**config.mk**
```make
export PLATFORM = sky130hd
export DESIGN_NAME = trace_event_counter_bank
export DESIGN_NICKNAME = d
export VERILOG_FILES = /design/src/rtl/trace_event_counter_bank.sv
export SDC_FILE = /design/constraint.sdc
export NUM_CORES = 1
export LEC_CHECK = 0
export CORE_MARGIN = 2
export CORE_UTILIZATION = 45
export CTS_BUF_LIST = sky130_fd_sc_hd__clkbuf_8 sky130_fd_sc_hd__clkbuf_16
export CTS_CLUSTER_SIZE = 40
export DETAILED_ROUTE_END_ITERATION = 8
export SLEW_MARGIN = 5
export SYNTH_ARGS = -nofsm -noshare
export SYNTH_HDL_FRONTEND = slang
export SYNTH_SLANG_ARGS = --single-unit
```
**constraint.sdc**
```tcl
create_clock -name clk -period 2.9 [get_ports clk]
set_input_delay 0.87 -clock clk [delete_from_list [all_inputs] [get_ports clk]]
set_output_delay 0.87 -clock clk [all_outputs]
set_load 0.005 [all_outputs]
```
**src/rtl/trace_event_counter_bank.sv**
```systemverilog
// Programmable performance-counter bank fed by the per-cycle trace event vector.
// Each counter counts cycles in which its selected event bit was high; it also provides shadow snapshots, a registered read port and sticky overflow.
module trace_event_counter_bank #(
  parameter  int NUM_COUNTERS = 4,
  parameter  int COUNTER_W    = 40,
  parameter  int EVENT_W      = 33,
  parameter  int SEL_W        = $clog2(EVENT_W),
  localparam int IDX_W        = (NUM_COUNTERS > 1) ? $clog2(NUM_COUNTERS) : 1
) (
  input  logic                    clk,
  input  logic                    rst,
  input  logic [EVENT_W-1:0]      events,
  input  logic                    global_en,
  input  logic                    cfg_wr,
  input  logic [IDX_W-1:0]        cfg_idx,
  input  logic [SEL_W-1:0]        cfg_sel,
  input  logic                    cfg_en,
  input  logic                    cfg_clear,
  input  logic                    snapshot_req,
  input  logic                    rd_req,
  input  logic [IDX_W-1:0]        rd_idx,
  input  logic                    rd_shadow,
  output logic                    rd_valid,
  output logic [COUNTER_W-1:0]    rd_data,
  output logic [NUM_COUNTERS-1:0] overflow,
  output logic                    overflow_irq
);

  localparam int EV_PAD = 1 << SEL_W;

  logic [EVENT_W-1:0]      r_ev_q;
  logic                    r_gen_q;
  logic [COUNTER_W-1:0]    r_cnt [NUM_COUNTERS];
  logic [COUNTER_W-1:0]    r_shd [NUM_COUNTERS];
  logic [SEL_W-1:0]        r_sel [NUM_COUNTERS];
  logic [NUM_COUNTERS-1:0] r_en;
  logic [NUM_COUNTERS-1:0] r_ovf;
  logic                    r_irq;
  logic                    r_rd_valid;
  logic [COUNTER_W-1:0]    r_rd_data;

  logic [EV_PAD-1:0]       w_ev_pad;
  logic [NUM_COUNTERS-1:0] w_inc;
  logic [NUM_COUNTERS-1:0] w_cfg_hit;
  logic [COUNTER_W-1:0]    w_rd_val;

  // Padding to the full select range makes out-of-range selects read as 0.
  assign w_ev_pad = EV_PAD'(r_ev_q);

  always_comb begin
    w_inc     = '0;
    w_cfg_hit = '0;
    for (int k = 0; k < NUM_COUNTERS; k++) begin
      w_cfg_hit[k] = cfg_wr && (cfg_idx == IDX_W'(k));
      w_inc[k]     = r_gen_q && r_en[k] && (int'(r_sel[k]) < EVENT_W) && w_ev_pad[r_sel[k]];
    end
  end

  always_comb begin
    w_rd_val = '0;
    for (int k = 0; k < NUM_COUNTERS; k++) begin
      if (rd_idx == IDX_W'(k)) w_rd_val = rd_shadow ? r_shd[k] : r_cnt[k];
    end
  end

  always_ff @(posedge clk or negedge rst) begin
    if (!rst) begin
      r_ev_q     <= '0;
      r_gen_q    <= 1'b0;
      r_en       <= '0;
      r_ovf      <= '0;
      r_irq      <= 1'b0;
      r_rd_valid <= 1'b0;
      r_rd_data  <= '0;
      for (int k = 0; k < NUM_COUNTERS; k++) begin
        r_cnt[k] <= '0;
        r_shd[k] <= '0;
        r_sel[k] <= '0;
      end
    end else begin
      r_ev_q  <= events;
      r_gen_q <= global_en;
      for (int k = 0; k < NUM_COUNTERS; k++) begin
        if (snapshot_req) r_shd[k] <= r_cnt[k];
        if (w_cfg_hit[k]) begin
          r_sel[k] <= cfg_sel;
          r_en[k]  <= cfg_en;
        end
        // A clear beats both a same-cycle increment and a same-cycle wrap.
        if (w_cfg_hit[k] && cfg_clear) begin
          r_cnt[k] <= '0;
          r_ovf[k] <= 1'b0;
        end else if (w_inc[k]) begin
          r_cnt[k] <= r_cnt[k] + 1'b1;
          if (&r_cnt[k]) r_ovf[k] <= 1'b1;
        end
      end
      r_irq      <= |(r_ovf & r_en);
      r_rd_valid <= rd_req;
      if (rd_req) r_rd_data <= w_rd_val;
    end
  end

  assign rd_valid     = r_rd_valid;
  assign rd_data      = r_rd_data;
  assign overflow     = r_ovf;
  assign overflow_irq = r_irq;

endmodule

```
# Word level (Yosys, flattened, before mapping)
# Index checks and enable logic that the tools add are counted.
[totals]
regBits = 428
output_inout_bits = 46
elab_cells = 119
[classes]
add_sub_neg = 4
n_lt_le_gt_ge = 8
n_eq_ne = 6
n_mux = 36
n_bitwise = 1
reduce_logical = 39
[op_table]
columns = ["op", "count"]
rows = [
  ["40-bit 2-to-1 mux", 16],
  ["40-bit by 1-bit adder with 40-bit output (second input constant)", 4],
  ["40-bit AND reduction", 4],
  ["6-bit by 7-bit < comparator with 1-bit output (second input constant)", 4],
  ["1-bit binary-select mux with 6-bit select", 4],
  ["6-bit < comparator (second input constant)", 4],
  ["1-bit logical AND", 20],
  ["1-bit 2-to-1 mux", 16],
  ["2-bit nonzero test", 8],
  ["2-bit == test (second input constant)", 4],
  ["2-bit AND reduction", 4],
  ["4-bit bitwise AND", 1],
  ["2-bit by 1-bit == test with 1-bit output (second input constant)", 2],
  ["2-bit zero test", 2],
  ["4-bit OR reduction", 1],
]

# Longest topological paths before layout
[logic_depth]
ltp_word = 5
mapped_depth = 10

# Worst setup path before layout
# Ideal clock, no wire load.
[synth_path]
path_kind = "input port to flip-flop"
start = "in rd_idx[0]"
end = "reg r_rd_data[32] (netlist: rd_data[32])"
t_arrival_ps = 2553
t_required_ps = 2763
path_slack_ps = 210
cell_stages = 9
n_path_buf = 3
path_cell_list = "clkbuf_1 clkbuf_1 buf_1 mux2i_1 nor2_1 a21oi_1 o21ai_0 a221oi_1 a21oi_1"
[synth_via]
elab_chain_len = 5
word_cells_on_any_way = 8
cone_classes = "eq/ne: 3; mux: 4; reduce/logical: 1"
[synth_lines]
columns = ["item", "line_no", "text"]
rows = [
  ["start, declared", "21", "input logic [IDX_W-1:0] rd_idx,"],
  ["2-bit zero test", "62", "if (rd_idx == IDX_W'(k)) w_rd_val = rd_shadow ? r_shd[k] : r_cnt[k];"],
  ["40-bit 2-to-1 mux (3 in a row)", "62", ""],
  ["40-bit 2-to-1 mux *", "62", ""],
  ["end signal, assigned", "100", "if (rd_req) r_rd_data <= w_rd_val;"],
  ["end, declared", "40", "logic [COUNTER_W-1:0] r_rd_data;"],
]
# Mark *: on every way between the ends. The rest lies on a longest branch, timed or not.
# A chain may end at the register's enable or synchronous reset.

# Final worst setup path
[layout_path]
start = "reg r_sel[12] in the netlist's numbering"
end = "reg r_cnt[109] in the netlist's numbering"
[layout_via]
elab_chain_len = 4
word_cells_on_any_way = 6
cone_classes = "order compare: 1; mux: 2; reduce/logical: 3"
[layout_lines]
columns = ["item", "line_no", "text"]
rows = [
  ["start, declared", "35", "logic [SEL_W-1:0] r_sel [NUM_COUNTERS];"],
  ["start signal, assigned by index", "86", "r_sel[k] <= cfg_sel;"],
  ["1-bit binary-select mux with 6-bit select / 6-bit < comparator (equally long branches)", "55", "w_inc[k] = r_gen_q && r_en[k] && (int'(r_sel[k]) < EVENT_W) && w_ev_pad[r_sel[k]];"],
  ["1-bit 2-to-1 mux (not written as such) / 1-bit logical AND (equally long branches)", "55", ""],
  ["1-bit logical AND *", "55", ""],
  ["2-bit nonzero test (no source line) *", "n/a", ""],
  ["end signal, assigned by index", "94", "r_cnt[k] <= r_cnt[k] + 1'b1;"],
  ["end, declared", "33", "logic [COUNTER_W-1:0] r_cnt [NUM_COUNTERS];"],
]
# Mark *: on every way between the ends. The rest lies on a longest branch, timed or not. The select of a mux whose other input is x is not followed.

==> flow_summary.json <==
{
  "clockPowerShare_pct": 39.2,
  "status": "finished, final reports clean",
  "ys_warn_count": 0,
  "synth-edff-count": 0,
  "antennaDiodeCount": 0,
  "cp_max_fo": 11,
  "hold_violations": 0,
  "syn_area_per_cell_um2": 10.7,
  "p_int_mw": 11.6,
  "grt_pass1_wl_mm": 102,
  "power_frac_seq_pct": 45.2,
  "path_cells": "or3_1, o41ai_2, nand3_2, or3_4, buf_4, or4_1, a21oi_1",
  "rows": 81,
  "wl_per_cell_um": 22.5,
  "seq_area_um2": 10700,
  "cts_sinks": 428,
  "hp-class": "input pin to asynchronous set/reset pin",
  "nNetsFinal": 2251,
  "grt-ovfl-total": 0,
  "ys.flop_type": "dfrtp_1",
  "port_buffers": 97,
  "min_period_ns": 2.78,
  "cts_hold_buf": 0,
  "p_leak_nw": 11.0,
  "viasPerCell": 6.16,
  "antenna_found_initial": 0,
  "crit_path_top_delay_cell": "dfrtp_2",
  "r2r_slack_ns": 0.12,
  "worstSkewPairLatency_ns": 0.58,
  "ys_seq_elements": 428,
  "first_pass_iters": 5,
  "worst_ep_required_time_ns": 3.38,
  "gp_congestion": 0.904,
  "rsz0062_at_grt": "yes",
  "h-tree-depth": 2,
  "grt_max_degree": 67,
  "skew_ns": 0.0171,
  "cp-end-kind": "flop",
  "slew_viol_final": 0,
  "seq_area_frac_synth_pct": 48.4,
  "core_um2": 48700,
  "relSlewSlack_pct": 53.5,
  "die_area_um2": 51000,
  "netlist_area_um2": 22100,
  "first_global_vias": 16900,
  "die_h_um": 226,
  "reg2reg_from": "r_sel[12]",
  "worst-path-buf-inv": 1,
  "ir_drop_mv": 0.460,
  "fp.dieW_um": 226,
  "clock_path_buffers": 3,
  "maxCapViolations": 0,
  "dp_cells": 2810,
  "min_period_over_period_pct": 95.9,
  "drive_gt1_share_pct": 21.4,
  "worst_pin_slew_ns": 0.693,
  "yosys.cell_types.count": 68,
  "critPathLaunch": "r_sel[12]",
  "grt_usage_pct": 26.0,
  "dp_hpwl_mm": 47.6,
  "syn_inst": 2072,
  "area_delta_synth_final_pct": 18.4,
  "root_buffer": "clkbuf_16",
  "ios": 98,
  "swShare_pct": 27.9,
  "ant_nets": 0,
  "syn_nets": 2128,
  "clkSlewWorstSetupHoldPaths_ns": 0.06,
  "synth_top_area_share_pct": 48.4,
  "comb_power_share_pct": 15.6,
  "wl_mm": 65.2,
  "cts_inserted_buffers": 47,
  "stdcell_count": 2895,
  "power_density_nw_per_um2": 612,
  "cp-start-kind": "flop",
  "drc": 0,
  "fin_util_pct": 53.8,
  "vias": 17800,
  "tritoncts": "built",
  "nFillCells": 4258,
  "multi_input_area_um2": 10700,
  "initial_core_util_pct": 45.4,
  "crit_family": "simple AND/OR/NAND/NOR gates",
  "drtIter0Drc": 2050,
  "max_freq_ghz": 0.359,
  "yosysTopAreaCell": "dfrtp_1",
  "setup_viol": 0,
  "worstPathArrival_ns": 3.27,
  "cpPeakStageDelay_ns": 0.51,
  "critPathKind": "flop to flop",
  "power_switching_mw": 4.47,
  "ys_async_sr_fraction_pct": 100,
  "synth_area_leaders": "dfrtp_1 (48%), mux2_2 (9.6%), a21oi_1 (4.7%), mux2i_1 (4.5%), mux4_2 (3.9%)"
}
## power by group through the flow
stage	sequential (mW)	clock, mW	combinational (mW)
finish	7.24	6.28	2.51
global route	7.32	6.67	2.74
CTS	7.22	6.43	2.50
detailed placement	7.32	0	2.49
global placement	7.29	0	2.43
floorplan	7.01	0	1.62
## synth_stat cells (all sizes together), types with 4 or more instances
master  number
mux2i       99
o41ai        6
a22oi        6
mux4        42
o31a         7
o22ai       28
o31ai       84
inv         36
or3         45
o211ai      10
nor4        23
nor3        17
a21boi      18
o21ai       76
clkbuf     116
buf         39
and2        12
a221oi      19
nand3b       4
nor2       118
a21oi      207
nor2b        6
or4         93
nand2b       7
xnor2        5
nand4       39
and4        18
or2          8
dfrtp      428
nand3       66
nand2      126
mux2       188
and3        20
a31oi        4
ha           4
o21a        13
## routing by layer
metal / vias to the layer above / share of wire (%) / GRT usage, % / wire length, um
li1: 8076 / - / - / -
met2: 563 / 45 / 40.1 / 29600
met1: 9091 / 46 / 38.4 / 30100
met4: 0 / 2.7 / 7.97 / 1770
met5: - / 0 / 0 / 0
met3: 101 / 5.8 / 3.24 / 3760
## sequential cells by signal (all words and copies together), names as in the netlist
register / cells
overflow: 4
overflow_irq: 1
r_cnt: 160
r_en: 4
r_ev_q: 33
r_gen_q: 1
r_sel: 24
r_shd: 160
rd_data: 40
rd_valid: 1
## final timing paths
path	end	cells after the start
worst max-delay path	r_cnt[109]	7
worst min-delay path	r_shd[18]	1
worst max register to register	r_cnt[109]	7
worst min register to register	r_shd[131]	1
max in group asynchronous	r_shd[75]	2
min in group clk	r_shd[131]	1
## metrics by stage
| stage | instance area (um^2) | TNS [ns] | hold slack, ns | worst slack [ns] | total power [mW] |
|---|---|---|---|---|---|
| after floorplan | 22100 | 0 | 0.475 | 0.210 | 8.63 |
| after global placement | 24500 | 0 | 0.484 | 0.151 | 9.71 |
| after detailed placement | 24500 | 0 | 0.491 | 0.0558 | 9.81 |
| after CTS | 26200 | 0 | 0.217 | 0.0236 | 16.1 |
| after global routing | 26200 | -0.00188 | 0.245 | -0.00188 | 16.7 |
| final | 26200 | 0 | 0.215 | 0.118 | 16.0 |
## logic make-up after synthesis
family | count (synthesis) | share of synthesized area [%]
muxes | 329 | 18.4
xor gates and xnor gates | 8 | 0.317
AOI/OAI and AO/OA | 497 | 13.9
buffers and inverters | 191 | 3.67
DFF | 428 | 48.4
and+or+nand+nor | 615 | 15.2
adders and majority gates | 4 | 0.226
## cell usage in the layout (no fill, tap or decap), types with 12 or more instances in the layout
master / synthesis / routed
nor3_1: 16 / 16
mux2i_1: 99 / 99
nand2_1: 126 / 126
a221oi_1: 19 / 19
and4_1: 18 / 18
and2_1: 12 / 12
clkbuf_8: 0 / 15
nand3_1: 65 / 65
o21a_1: 13 / 13
a21boi_0: 18 / 18
nor2_1: 118 / 115
buf_12: 0 / 21
buf_4: 5 / 113
or3_1: 44 / 43
and3_1: 20 / 20
nand4_1: 39 / 39
mux2_2: 188 / 188
a21oi_1: 207 / 206
o31ai_1: 84 / 84
inv_1: 36 / 45
or4_1: 93 / 93
clkdlybuf4s50_1: 0 / 91
dfrtp_1: 428 / 422
clkbuf_16: 0 / 49
o21ai_0: 72 / 72
nor4_1: 22 / 22
mux4_2: 38 / 38
o22ai_1: 28 / 28
## cell type report
class | instances | share of cell area, %
sequential | 428 | 40.9
multi-input combinational | 1453 | 40.7
timing repair buffer | 229 | 8.46
clock buffer | 64 | 5.47
tap | 664 | 3.17
clock inverter | 21 | 0.778
inverter | 36 | 0.516
## what timing repair did
action                                  CTS  global route
endpoints found under the setup margin    0            84
setup buffers                             0             0
resized for setup                         0            11
Power figures use the tool's default switching activity.
==> RTL edit: new RTL, same flow settings <==
Set the parameter `NUM_COUNTERS` to 8 (it was 4).
--- a/src/rtl/trace_event_counter_bank.sv
+++ b/src/rtl/trace_event_counter_bank.sv
@@ -1,7 +1,7 @@
 // Programmable performance-counter bank fed by the per-cycle trace event vector.
 // Each counter counts cycles in which its selected event bit was high; it also provides shadow snapshots, a registered read port and sticky overflow.
 module trace_event_counter_bank #(
-  parameter  int NUM_COUNTERS = 4,
+  parameter  int NUM_COUNTERS = 8,
   parameter  int COUNTER_W    = 40,
   parameter  int EVENT_W      = 33,
   parameter  int SEL_W        = $clog2(EVENT_W),
Ports: changed (resized cfg_idx, overflow and rd_idx); port bits go from 98 to 104. No check against the original RTL was run, so the function may have changed too.
==> RTL edit against the unedited design <==
- clock power up 89%
- worst setup slack worse by 0.012 ns
- sequential cell count up 352
- cell area up 84%
- sequential share of layout area down 0.37 points
- routed wire length up 90%
- power up 120%
- synthesized area up 83%
==> RTL edit: results (changes against the unedited design) <==
- Critical-path maximum fanout: 21 (+10)
- Vias in the first global route: 29950 (+77%)
- Synth Net Count: 3751 (+76%)
- Share of layout cells above drive strength 1: 23.59% (+2.2 points)
- Clock Skew: 0.02017 ns (+0.003122 ns)
- Row Count: 110 (+36%)
- Dpl ws: -0.1434 ns (-0.1992 ns)
- GRT Total Usage: 26.57% (+0.54 points)
- WP data arrival: 3.38 ns (+0.11 ns)
- Area after DPL: 45000 µm² (+83%)
- Post-synthesis sequential area ratio: 48.12% (-0.26 points)
- Cell variety after synth: 77 (+13%)
- DR iter-0 viols: 2824 (+38%)
- Area contributors post-synth: dfrtp_1, mux2_2, mux2i_1, mux4_2, nor2_1
- Leakage: 20.76 nW (+88%)
- Top cells by count, synth: dfrtp_1, mux2_2, mux2i_1
- Dpl cells: 5014 (+78%)
- Routability congestion estimate from global placement: 0.9049 (about the same)
- CTS buffer count: 88 (+87%)
- Multi-input logic area: 19920 µm² (+87%)
- Slew @ Worst Pin: 0.9302 ns (+0.2375 ns)
- Initial antenna violation count: 1 (+1)
- # port buffers: 103 (+6.2%)
- First-pass GRT wire length: 189400 µm (+86%)
- Worst vdd ir: 0.0005187 V (+13%)
- Status: finished clean
- Via count: 31090 (+74%)
==> RTL edit: changes by cell type after synthesis, moves of 73 or more <==
cell     unedited run  this run
dfrtp_1           428       780
mux2i_1            99       370
mux2_2            188       388
nor2_1            118       279
o22ai_1            28       165
xnor2_1             5       112
nor4_1             22        95
==> RTL edit: kinds of logic (layout without fill, tap and decap cells) <==
group | Yosys count | in the layout | share of synthesized area (%)
AND/OR/NAND/NOR | 1102 | 1102 | 14.54
multiplexers | 806 | 806 | 22.57
flip-flops | 780 | 780 | 48.12
AO/OA/AOI/OAI | 516 | 516 | 7.773
buffers and inverters | 305 | 618 | 3.035
XOR/XNOR | 172 | 172 | 3.714
adder cells (fa/ha/maj) | 8 | 8 | 0.2468
==> RTL edit: worst paths after layout <==
kind	from	endpoint	slack (ns)	cells after the start
max	r_sel[30]	r_cnt[239]	0.11	10
min reg2reg	r_shd[41]	r_shd[41]	0.50	1
min in group clk	r_shd[41]	r_shd[41]	0.50	1
max in group asynchronous	rst	r_sel[36]	1.87	3
max reg2reg	r_sel[30]	r_cnt[239]	0.11	10
min	rst	rd_data[38]	0.07	1
==> RTL edit: layout make-up <==
class	count	share of cell area [%]
multi-input combinational	2604	41.33
sequential	780	40.53
timing repair buffer	388	8.092
clock buffer	118	5.472
tap	1176	3.053
clock inverter	44	0.9891
inverter	68	0.5296
==> RTL edit: where the power goes <==
part / internal (mW) / leakage [nW] / switching, mW
clock: 7.23 / 1.60 / 4.68
sequential: 13.2 / 10.0 / 2.59
combinational: 3.91 / 9.16 / 3.54
total: 24.4 / 20.8 / 10.8
==> RTL edit: repair_timing <==
action / in CTS / in global routing
gates cloned: 0 / 0
setup endpoints to repair: 9 / 132
endpoints found under the hold margin: 0 / 0
pin swaps: 0 / 1
buffers inserted: 0 / 2
resized for setup: 1 / 24
==> RTL edit: worst max-delay path, delay by kind of cell, from the launching register on <==
kind,cells,cell delay [ns]
AOI/OAI and AO/OA,3,0.73
buffers and inverters,4,0.63
and+or+nand+nor,2,0.54
muxes,1,0.32
DFF,1,0.48
==> RTL edit: metal layers <==
metal,vias to the layer above,wire length [µm],track usage (%)
li1,14110,-,-
met1,15770,56040,37.95
met2,982,56400,41.69
met3,232,6818,3.580
met4,0,4389,9.130
met5,-,0,0
